File: config.mk
export PLATFORM = sky130hd
export DESIGN_NAME = q2_input_arbiter
export DESIGN_NICKNAME = d
export VERILOG_FILES = /design/src/rtl/q2_ctrl_pkg.sv /design/src/rtl/rr_pick.sv /design/src/rtl/q2_input_arbiter.sv
export SDC_FILE = /design/constraint.sdc
export NUM_CORES = 1
export LEC_CHECK = 0
export CAP_MARGIN = 30
export CORE_UTILIZATION = 35
export DETAILED_ROUTE_END_ITERATION = 10
export PLACE_DENSITY = 0.65
export REMOVE_ABC_BUFFERS = 1
export SYNTH_ARGS = -nofsm -noshare
export SYNTH_HDL_FRONTEND = slang
export SYNTH_SLANG_ARGS = --single-unit
File: constraint.sdc
create_clock -name clk -period 3.1 [get_ports clk]
set_input_delay 0.62 -clock clk [delete_from_list [all_inputs] [get_ports clk]]
set_output_delay 0.62 -clock clk [all_outputs]
set_load 0.01 [all_outputs]
File: src/rtl/q2_ctrl_pkg.sv
// Shared types and defaults for the q2 FSM input arbiter.
// The symbol type matches the 2-bit in/out ports of the downstream q2 FSM.
package q2_ctrl_pkg;

    typedef logic [1:0] sym_t;

    typedef enum logic [1:0] {
        StIdle   = 2'd0,
        StBurst  = 2'd1,
        StSettle = 2'd2
    } arb_state_t;

    // Symbol presented to the FSM whenever no requester transfer is happening.
    localparam sym_t DEFAULT_IDLE_SYM = 2'b00;

endpackage

File: src/rtl/rr_pick.sv
// Combinational round-robin picker: returns the first asserted request found
// by searching upward from last_grant+1 with wrap-around.
module rr_pick #(
    parameter int unsigned N_REQ = 2
) (
    input  logic [N_REQ-1:0]         req,
    input  logic [$clog2(N_REQ)-1:0] last_grant,
    output logic                     valid,
    output logic [$clog2(N_REQ)-1:0] idx
);

    localparam int unsigned IDX_W = $clog2(N_REQ);

    logic [IDX_W-1:0] cand;

    always_comb begin
        valid = 1'b0;
        idx   = '0;
        cand  = '0;
        // Offset 1 first so the previous owner has lowest priority.
        for (int unsigned i = 1; i <= N_REQ; i++) begin
            cand = IDX_W'((32'(last_grant) + i) % N_REQ);
            if (!valid && req[cand]) begin
                valid = 1'b1;
                idx   = cand;
            end
        end
    end

endmodule

File: src/rtl/q2_input_arbiter.sv
// Round-robin arbiter sharing the 2-bit symbol input of a q2 Moore FSM between requesters.
// Grants one burst at a time, waits one settle cycle, then reports the FSM output reached.
module q2_input_arbiter
    import q2_ctrl_pkg::*;
#(
    parameter int unsigned N_REQ     = 2,
    parameter int unsigned MAX_BURST = 4,
    parameter sym_t        IDLE_SYM  = DEFAULT_IDLE_SYM
) (
    input  logic                     clk,
    input  logic                     reset,
    input  logic [N_REQ-1:0]         req_valid,
    input  logic [2*N_REQ-1:0]       req_sym,
    input  logic [N_REQ-1:0]         req_last,
    output logic [N_REQ-1:0]         req_ready,
    output sym_t                     fsm_in,
    input  sym_t                     fsm_out,
    output logic [$clog2(N_REQ)-1:0] grant_id,
    output logic                     busy,
    output logic                     done,
    output logic [$clog2(N_REQ)-1:0] done_id,
    output sym_t                     result
);

    localparam int unsigned IDX_W = $clog2(N_REQ);
    localparam int unsigned CNT_W = $clog2(MAX_BURST + 1);
    localparam logic [CNT_W-1:0] CNT_LAST = CNT_W'(MAX_BURST - 1);
    localparam logic [IDX_W-1:0] LAST_REQ = IDX_W'(N_REQ - 1);

    arb_state_t       state_q, state_d;
    logic [IDX_W-1:0] owner_q, owner_d;
    logic [IDX_W-1:0] last_grant_q, last_grant_d;
    logic [CNT_W-1:0] count_q, count_d;
    sym_t             result_q, result_d;
    logic             done_q, done_d;
    logic [IDX_W-1:0] done_id_q, done_id_d;

    logic             pick_valid;
    logic [IDX_W-1:0] pick_idx;
    logic             owner_valid;
    logic             owner_last;
    sym_t             owner_sym;

    rr_pick #(
        .N_REQ (N_REQ)
    ) u_rr_pick (
        .req        (req_valid),
        .last_grant (last_grant_q),
        .valid      (pick_valid),
        .idx        (pick_idx)
    );

    assign owner_valid = req_valid[owner_q];
    assign owner_last  = req_last[owner_q];
    assign owner_sym   = sym_t'(req_sym >> (2 * owner_q));

    always_comb begin
        state_d      = state_q;
        owner_d      = owner_q;
        last_grant_d = last_grant_q;
        count_d      = count_q;
        result_d     = result_q;
        done_d       = 1'b0;
        done_id_d    = done_id_q;
        req_ready    = '0;
        fsm_in       = IDLE_SYM;
        busy         = 1'b0;

        unique case (state_q)
            StIdle: begin
                if (pick_valid) begin
                    owner_d      = pick_idx;
                    last_grant_d = pick_idx;
                    count_d      = '0;
                    state_d      = StBurst;
                end
            end
            StBurst: begin
                busy               = 1'b1;
                req_ready[owner_q] = 1'b1;
                // A missing symbol is a bubble: FSM sees IDLE_SYM, count holds.
                if (owner_valid) begin
                    fsm_in  = owner_sym;
                    count_d = count_q + 1'b1;
                    if (owner_last || count_q == CNT_LAST) begin
                        state_d = StSettle;
                    end
                end
            end
            StSettle: begin
                busy      = 1'b1;
                result_d  = fsm_out;
                done_d    = 1'b1;
                done_id_d = owner_q;
                state_d   = StIdle;
            end
            default: begin
                state_d = StIdle;
            end
        endcase
    end

    always_ff @(posedge clk or negedge reset) begin
        if (!reset) begin
            state_q      <= StIdle;
            owner_q      <= '0;
            last_grant_q <= LAST_REQ;
            count_q      <= '0;
            result_q     <= '0;
            done_q       <= 1'b0;
            done_id_q    <= '0;
        end else begin
            state_q      <= state_d;
            owner_q      <= owner_d;
            last_grant_q <= last_grant_d;
            count_q      <= count_d;
            result_q     <= result_d;
            done_q       <= done_d;
            done_id_q    <= done_id_d;
        end
    end

    assign grant_id = owner_q;
    assign done     = done_q;
    assign done_id  = done_id_q;
    assign result   = result_q;

    ready_onehot: assert property (@(posedge clk) disable iff (!reset) $onehot0(req_ready));

endmodule
# After elaboration in Yosys (flattened, before gate mapping)

Cells that the tools add are included.
W data, S select, Z words.

Shift operators: 1
Reductions and logical operators: 10
Mux-type cells: 26
Equal/unequal tests: 6
Order comparisons: 4
Add/subtract/negate cells: 3

Operators by type and width:

| operator              | count |
|---|---|
| $mux W1               | 15 |
| $mux W2               | 6 |
| $lt A1 B2 Y1 const B  | 3 |
| $mux W3               | 2 |
| $ne A2 B2 Y1 const B  | 3 |
| $pmux W3 S2           | 1 |
| $reduce_and A3 Y1     | 2 |
| $pmux W2 S2           | 1 |
| $shr A4 B2 Y2         | 1 |
| $add A3 B1 Y3 const B | 1 |
| $eq A3 B2 Y1 const B  | 1 |
| $add A1 B1 Y1 const B | 2 |
| $eq A2 B1 Y1 const B  | 1 |
| $eq A2 B2 Y1 const B  | 1 |
| $logic_and A1 B1 Y1   | 2 |
| $logic_not A2 Y1      | 1 |
| $reduce_and A2 Y1     | 1 |
| $reduce_bool A2 Y1    | 1 |
| $reduce_or A2 Y1      | 1 |
| $demux W1 S1          | 1 |
| $ge A1 B1 Y1 const B  | 1 |
| $logic_not A1 Y1      | 1 |
| $logic_or A1 B1 Y1    | 1 |

Register bits: 11
Output and inout port bits: 10
Bits of input ports: 12

# Depth between registers and ports, before layout

Gate-level depths: netlist of the first run.

Word-level depth: 9
Mapped depth: 5
Mapped depth without buffers: 5

# Modules after synthesis

A second synthesis of the first run with hierarchy kept.

Cell total of the unflattened synthesis: 63
Area total of the unflattened synthesis: 651.9 um^2

By module, submodules not included:

| module           | cells each | times used | area each (um^2) | seq. area each (um^2) |
|---|---|---|---|---|
| q2_input_arbiter | 61         | 1          | 638.1            | 276.5 |
| rr_pick          | 2          | 1          | 13.8             | 0.0 |

# Worst setup path before layout of the first run

OpenSTA, ideal clock, no wires.

Path type: input -> output
From: input port req_valid[0]
To: output port fsm_in[0]
Required time: 2.480 ns
Data arrival time: 1.149 ns
Path slack: 1.331 ns
Stages: 4
Path through: buf_4 > mux2i_1 > nand2b_4 > nor2_1

Cells in the longest elaborated chain, start to end: 4

Ends and longest elaborated chain:

| element                                    | line                   | RTL |
|---|---|---|
| from (decl)                                | q2_input_arbiter.sv:12 | `input logic [N_REQ-1:0] req_valid,` |
| $mux W1 (not written as such) (2 in a row) | q2_input_arbiter.sv:53 | `assign owner_valid = req_valid[owner_q];` |
| $mux W2                                    | q2_input_arbiter.sv:82 | `if (owner_valid) begin` |
| $mux W2                                    | q2_input_arbiter.sv:69 | `unique case (state_q)` |
| to (decl)                                  | q2_input_arbiter.sv:16 | `output sym_t fsm_in,` |

Every way passes these cells. The select of a mux whose other input is x is not followed.

# Worst setup path in the final report of the first run

Same ends and word-level chain as after synthesis.

==> results.cfg, run 1 <==
[clock_tree]
clkLatencyLatePin_ns = 0.26
cts_hold_buffers = 0
clkSlewWorstSetupHoldPaths_ns = 0.06
clockBufferDepth = 2
cts_buffers = 3
clock-sinks = 11
post_cts_resized = 0
cts_max_level = 1
cts_tree = yes
clockRootBuffer = clkbuf_4
cts_setup_buffers = 0

[power]
power.switching_mw = 0.277
ir_drop_uv = 524
share_seq_of_total_power_pct = 34.2
combPwrFrac_pct = 53.9
p_leak_nw = 0.380
switching_share_pct = 35.7
powerDensity_mw_per_mm2 = 897
power.internal_mw = 0.499
pwr-share-clk_pct = 11.9
finalPower_mw = 0.777

[detailed_routing]
drc = 1
drt_iter0_markers = 5
ant_nets = 0
postRouteWirelength_um = 1180
vias = 480
routedWlPerCell_um = 12.3
drt_pass1_iterations = 8
vias_per_cell = 5.00

[place]
place_inst = 92
port_buffers = 21
gp_congestion = 0.709

[final_layout]
final_common_cell = clkdlybuf4s50_1
drive_gt1_share_pct = 15.0
fillers = 148
finish.utilization_pct = 54.9
final_cell_mix = clkdlybuf4s50_1 (21), dfrtp_1 (10), inv_1 (6)
num_antenna_cells = 0
areaGrowthSynthToFinish_pct = 41.2
stdcell_count = 96
fin_nets = 98

[timing]
finalCritPeriodShare_pct = 85.3
fin_worst_skew_ns = 0.00122
worst_slew_pin_slew_ns = 0.470
fmax_mhz = 378
whs_ns = 0.492
rsz0062_at_grt = no
setup_viol = 0
slew-limit-headroom_pct = 68.6
min_period_ns = 2.65
setup_tns_ns = 0
hold_viol_final = 0
slew_viol_final = 0

[setup_path]
crit_path_frequent_cell = clkdlybuf4s50_1
timing.critical_path.buf_inv = 2
critPathMaxFanout = 5
startpoint_type = input pin
worstSetupPathType = input pin to output port
max_stage_delay_ns = 0.53
crit_slowest_cell = clkdlybuf4s50_1
cp.required_ns = 2.48
crit_family = buffers and inverters
path_cells = clkdlybuf4s50_1 > mux2i_1 > nand2b_4 > nor2_1 > clkdlybuf4s50_1
worst_ep_arrival_time_ns = 2.03
endpoint_kind = output port

[global_routing]
grt_pass1_vias = 479
grt_antenna_before_repair = 0
grt_pass1_wl_um = 1950
overflow = 0
track_usage_pct = 14.5
grt_max_degree = 12

[yosys]
synth_top_area_cell = dfrtp_1
synth-warning-count = 0
ys_seq_elements = 11
synth_top_area_share_pct = 40.8
ys_seq_area_share_pct = 45.1
synth.distinct_cells = 23
syn_inst = 55
syn_area_per_cell_um2 = 11.1
netlist_area_um2 = 613
synth_area_leaders = dfrtp_1 (41%), ha_1 (10%), mux2i_1 (6.5%)

[outcome]
violations = design-rule violations
status = complete, but fails checks

[die]
fp.dieW_um = 43.9
initial_core_util_pct = 38.9
boundaryPins = 22
core-area_mm2 = 0.00158
dieArea_mm2 = 0.00192
die_h_um = 43.9
rows = 14

[run]
cap_violations = 0

[min_path]
worst_hold_path_type = flop to flop
[worst register-to-register path, cell delays in order (launching register included)]
cell,delay [ns]
dfrtp_1,0.39
ha_1,0.21
ha_1,0.21
o211ai_2,0.16
o211ai_1,0.13
a221oi_2,0.30
[path summary, 6_finish.rpt]
kind | start | to | slack, ns | cells after the start
max | req_valid[0] | fsm_in[0] | 0.45 | 5
min | count_q[0] | count_q[0] | 0.49 | 1
max reg2reg | count_q[0] | state_q[0] | 1.61 | 5
min reg2reg | count_q[0] | count_q[0] | 0.49 | 1
max in group asynchronous | reset | last_grant_q | 2.07 | 1
min in group asynchronous | reset | result[0] | 0.68 | 1
[registers in the layout, indices dropped and copies added (netlist names)]
name,cells
last_grant_q,1
done_id,1
state_q,2
grant_id,1
result,2
count_q,3
done,1
[synthesized netlist by cell type (all sizes together)]
cell    number
a221oi       1
buf          2
a21oi        4
and2         1
mux2i        4
dfstp        1
dfrtp       10
ha           5
o21a         1
o22ai        3
inv          6
mux2         3
nand2        2
nor3         1
nor2b        2
nor2         3
o211ai       2
nand2b       1
o21ai        1
a32o         1
a31oi        1
[layout make-up]
class,instances,area [um2],share of cell area [%]
tap,16,20.0,2.31
multi-input combinational,36,295,34.1
inverter,6,22.5,2.60
timing repair buffer,23,225,26.0
clock buffer,4,26.3,3.03
sequential,11,277,31.9
[metrics by stage]
step	cell area, um2	setup slack [ns]
after floorplan	594	1.44
after global placement	840	0.466
after detailed placement	840	0.466
after CTS	866	0.458
after global routing	866	0.381
final	866	0.455
[routing by layer]
layer	routed length (um)	vias up	GRT usage (%)
li1	-	245	-
met1	570	213	16.5
met2	518	20	23.6
met3	71	2	3.33
met4	15	0	10.9
met5	0	-	0
[cell families (layout without fill, tap and decap cells)]
| family | count (synthesis) | count (layout) | synth area share (%) |
|---|---|---|---|
| AO/OA/AOI/OAI | 14 | 14 | 16.7 |
| adder cells (fa/ha/maj) | 5 | 5 | 10.2 |
| buffers and inverters | 8 | 33 | 6.73 |
| flip-flops | 11 | 11 | 45.1 |
| multiplexers | 7 | 7 | 12.0 |
| AND/OR/NAND/NOR | 10 | 10 | 9.18 |
[power by group through the flow]
stage	logic [mW]	registers (mW)	clock network, mW
floorplan	0.233	0.276	0
global placement	0.416	0.267	0
detailed placement	0.423	0.270	0
CTS	0.426	0.267	0.0986
global route	0.461	0.277	0.104
finish	0.419	0.266	0.0923
(Power assumes the default switching activity.)
==> inputs of run 2 (changes only) <==
Settings changed: ABC_AREA set to 1.
==> results.cfg, run 2 <==
[global_routing]
grt_max_degree = 12
grt_pass1_wl_um = 2290
overflow = 0
track_usage_pct = 16.8
grt_antenna_before_repair = 0
grt_pass1_vias = 520

[timing]
fin_worst_skew_ns = 0.00185
finalCritPeriodShare_pct = 86.5
min_period_ns = 2.68
hold_viol_final = 0
fmax_mhz = 373
worst_slew_pin_slew_ns = 0.543
slew_viol_final = 0
whs_ns = 0.481
rsz0062_at_grt = no
setup_tns_ns = 0
slew-limit-headroom_pct = 63.7
setup_viol = 0

[yosys]
synth_top_area_share_pct = 40.8
async_flop_share_pct = 100
synth.mux.area_fraction_pct = 3.67
syn_inst = 71
ys_seq_area_share_pct = 45.1
synth.cells.most_frequent = nand2_1 (21), dfrtp_1 (10), inv_1 (7)
synth-edff-count = 0
synth-warning-count = 0
synth_compound_area_share_pct = 4.08
yosysMostFrequentCell = nand2_1
yosys.area_share.simple_pct = 32.0
synthAdderAreaFrac_pct = 10.2
synth_top_area_cell = dfrtp_1
ys.flop_type = dfrtp_1
ys_seq_elements = 11
netlist_area_um2 = 613
synth.distinct_cells = 15
synth_area_leaders = dfrtp_1 (41%), nand2_1 (13%), ha_1 (10%)
synth_top_family_by_area = simple AND/OR/NAND/NOR gates
synth_xor_area_share_pct = 0
syn_area_per_cell_um2 = 8.64

[setup_path]
cp.required_ns = 2.48
worstSetupPathType = input pin to output port
critPathMaxFanout = 5
path_cells = clkdlybuf4s50_1 > nand2_2 > nand2_4 > nand2_4 > a21oi_1 > clkdlybuf4s50_1
timing.critical_path.buf_inv = 2
worst_ep_arrival_time_ns = 2.06
startpoint_type = input pin
max_stage_delay_ns = 0.54
endpoint_kind = output port
r2r_slack_ns = 1.75
crit_slowest_cell = clkdlybuf4s50_1
crit_family = buffers and inverters

[outcome]
status = finished clean

[final_layout]
finish.utilization_pct = 55.2
final_cell_mix = nand2_1 (21), clkdlybuf4s50_1 (21), dfrtp_1 (10)
drive_gt1_share_pct = 13.5
fillers = 154
fin_nets = 114
areaGrowthSynthToFinish_pct = 41.8
largest_reg_flops = 3
top_register = count_q
num_antenna_cells = 0

[detailed_routing]
postRouteWirelength_um = 1350
routedWlPerCell_um = 12.0
ant_nets = 0
drc = 0
vias = 554
drt_pass1_iterations = 6
drt_iter0_markers = 8
vias_per_cell = 4.95

[die]
fp.dieW_um = 43.9
initial_core_util_pct = 38.9
boundaryPins = 22
core-area_mm2 = 0.00158
die_h_um = 43.9
dieArea_mm2 = 0.00192
rows = 14

[clock_tree]
clock-sinks = 11
clkLatencyLatePin_ns = 0.27
cts_max_level = 1
cts_hold_buffers = 0
clkSlewWorstSetupHoldPaths_ns = 0.07
clockBufferDepth = 2
clockRootBuffer = clkbuf_4
post_cts_resized = 0
cts_buffers = 3
cts_tree = yes
cts_setup_buffers = 0

[place]
hpwl_um = 993
gp_congestion = 0.719
port_buffers = 21

[power]
powerDensity_mw_per_mm2 = 899
p_leak_nw = 0.429
ir_drop_uv = 493
finalPower_mw = 0.782

[run]
cap_violations = 0

[min_path]
worst_hold_path_type = flop to flop
==> run 2: cell count changes after synthesis, moves of 3 or more <==
| cell | previous run | this run |
|---|---|---|
| nand2_1 | 2 | 21 |
| nand3_1 | 0 | 5 |
| mux2i_1 | 4 | 0 |
| nand2_2 | 0 | 3 |
| nand2_4 | 0 | 3 |
| o22ai_1 | 3 | 0 |
==> run 2: per-stage QoR <==
step           cells  worst slack [ns]  instance area, um2
4_1_cts          112             0.415                 870
6_report         112             0.418                 870
3_3_place_gp     108             0.443                 843
3_5_place_dp     108             0.418                 843
2_1_floorplan     71              1.44                 613
5_1_grt          112             0.352                 870
==> run 2: report_power, final <==
part | leakage (nW) | internal (mW) | switching [mW]
Combinational | 0.276 | 0.208 | 0.220
Sequential | 0.137 | 0.209 | 0.0444
Clock | 0.0150 | 0.0500 | 0.0498
Total | 0.429 | 0.467 | 0.315
==> run 2: worst paths after layout <==
check | startpoint | end | cells after the start
worst min-delay path | count_q[2] | count_q[2] | 2
max in group asynchronous | reset | last_grant_q | 1
worst min register to register | count_q[2] | count_q[2] | 2
worst max-delay path | req_valid[1] | fsm_in[0] | 6
worst max register to register | state_q[1] | state_q[1] | 6
min in group asynchronous | reset | count_q[1] | 1
==> run 2: tightest hold or removal path: stages, from the launching register on <==
cell and delay (ns):
dfrtp_1 0.35, nand2_1 0.06, nand2_1 0.05
==> run 2: cells by family after synthesis <==
family          Yosys count
mux                       2
buf+inv                   8
fa+ha+maj                 5
simple gates             40
compound gates            5
flops                    11
==> run 2: cell type report <==
cell class,count,area [um2],area share (%)
multi-input cells,52,307,35.3
clock buffers,4,26.3,3.02
inverters,8,30.0,3.45
repair buffers,21,210,24.2
well taps,16,20.0,2.30
flip-flops and latches,11,277,31.8
==> run 2: metal layers <==
| metal | GRT usage, % | vias to the layer above | part of all wire (%) | routed length, um |
|---|---|---|---|---|
| met1 | 20.9 | 253 | 48 | 642 |
| met3 | 5.83 | 4 | 7.3 | 99 |
| met5 | 0 | - | 0 | 0 |
| met2 | 24.8 | 17 | 42 | 568 |
| met4 | 10.9 | 0 | 2.8 | 38 |
| li1 | - | 280 | - | - |
==> inputs of run 3 (changes only) <==
Settings changed: CTS_BUF_LIST set to sky130_fd_sc_hd__clkbuf_2 sky130_fd_sc_hd__clkbuf_4 sky130_fd_sc_hd__clkbuf_8.
==> results.cfg, run 3 (synthesis gave the netlist of run 2 again) <==
[final_layout]
fin_nets = 114
finish.utilization_pct = 55.4
final_cell_mix = nand2_1 (21), clkdlybuf4s50_1 (21), dfrtp_1 (10)
top_register = count_q
drive_gt1_share_pct = 14.6
largest_reg_flops = 3
num_antenna_cells = 0
areaGrowthSynthToFinish_pct = 42.4
stdcell_count = 112

[timing]
setup_viol = 0
min_period_ns = 2.68
fmax_mhz = 373
fin_worst_skew_ns = 0.00228
hold_viol_final = 0
slew-limit-headroom_pct = 64.5
setup_tns_ns = 0
slew_viol_final = 0
worst_slew_pin_slew_ns = 0.530
finalCritPeriodShare_pct = 86.5
rsz0062_at_grt = no

[power]
powerDensity_mw_per_mm2 = 900
ir_drop_uv = 532
p_leak_nw = 0.432

[clock_tree]
clockBufferDepth = 2
clock-sinks = 11
clkSlewWorstSetupHoldPaths_ns = 0.07
cts_hold_buffers = 0
post_cts_resized = 0
cts_buffers = 3
cts_max_level = 1
cts_tree = yes
clkLatencyLatePin_ns = 0.27
cts_setup_buffers = 0
clockRootBuffer = clkbuf_4

[die]
dieArea_mm2 = 0.00192
die_h_um = 43.9
rows = 14
initial_core_util_pct = 38.9
core-area_mm2 = 0.00158
fp.dieW_um = 43.9
boundaryPins = 22

[setup_path]
max_stage_delay_ns = 0.54
path_cells = clkdlybuf4s50_1 > nand2_2 > nand2_4 > nand2_4 > a21oi_1 > clkdlybuf4s50_1
critPathMaxFanout = 5
startpoint_type = input pin
cp.required_ns = 2.48
endpoint_kind = output port
worstSetupPathType = input pin to output port
crit_slowest_cell = clkdlybuf4s50_1
worst_ep_arrival_time_ns = 2.06

[global_routing]
grtUsageMet2_pct = 24.2
overflow = 0
grtUsageMet3_pct = 5.83
grt_pass1_wl_um = 2270
grt_antenna_before_repair = 0
grt_max_degree = 12
grt_util_met1_pct = 20.9
track_usage_pct = 16.7
grt_pass1_vias = 522
busiest_layer = met2

[min_path]
worst_hold_path_type = flop to flop

[detailed_routing]
vias_per_cell = 4.85
ant_nets = 0
drt_pass1_iterations = 6
vias = 543
drc = 0
routedWlPerCell_um = 11.7
postRouteWirelength_um = 1310
drt_iter0_markers = 9

[place]
gp_congestion = 0.719
place_inst = 108
port_buffers = 21
hpwl_um = 993

[run]
cap_violations = 0

[outcome]
status = finished clean
## run 3: final cells by class
| cell class | instances | area, um2 |
|---|---|---|
| Tap cell | 16 | 20.0 |
| Multi-Input combinational cell | 52 | 307 |
| Fill cell | 153 | 703 |
| Sequential cell | 11 | 277 |
| Inverter | 8 | 30.0 |
| Timing Repair Buffer | 21 | 210 |
| Clock buffer | 4 | 30.0 |
## run 3: power by group
| part | internal, mW | switching, mW |
|---|---|---|
| Combinational | 0.208 | 0.218 |
| Sequential | 0.209 | 0.0446 |
| Clock | 0.0586 | 0.0482 |
## run 3: per-layer routing
layer | vias up | wire [um]
li1 | 279 | -
met1 | 243 | 638
met2 | 17 | 549
met3 | 4 | 99
met4 | 0 | 21
met5 | - | 0
## run 3: worst max-delay path: cells and delay by family
kind | cells | cell delay [ns]
AND/OR/NAND/NOR | 3 | 0.25
buffers and inverters | 2 | 1.06
AO/OA/AOI/OAI | 1 | 0.12
## run 3: per-stage QoR
step	total power [mW]	worst slack [ns]	hold slack, ns	instance area (um2)
2_1_floorplan	0.503	1.44	0.324	613
3_3_place_gp	0.679	0.443	0.460	843
3_5_place_dp	0.685	0.418	0.471	843
4_1_cts	0.796	0.415	0.488	873
5_1_grt	0.857	0.352	0.523	873
6_report	0.786	0.420	0.481	873
## run 3: path summary, 6_finish.rpt
path | start | endpoint | slack [ns] | cells after the start
max in group asynchronous | reset | last_grant_q | 2.04 | 1
min reg2reg | count_q[2] | count_q[2] | 0.48 | 2
min in group asynchronous | reset | result[1] | 0.70 | 1
min | count_q[2] | count_q[2] | 0.48 | 2
max reg2reg | state_q[1] | state_q[1] | 1.76 | 6
max | req_valid[1] | fsm_in[0] | 0.42 | 6
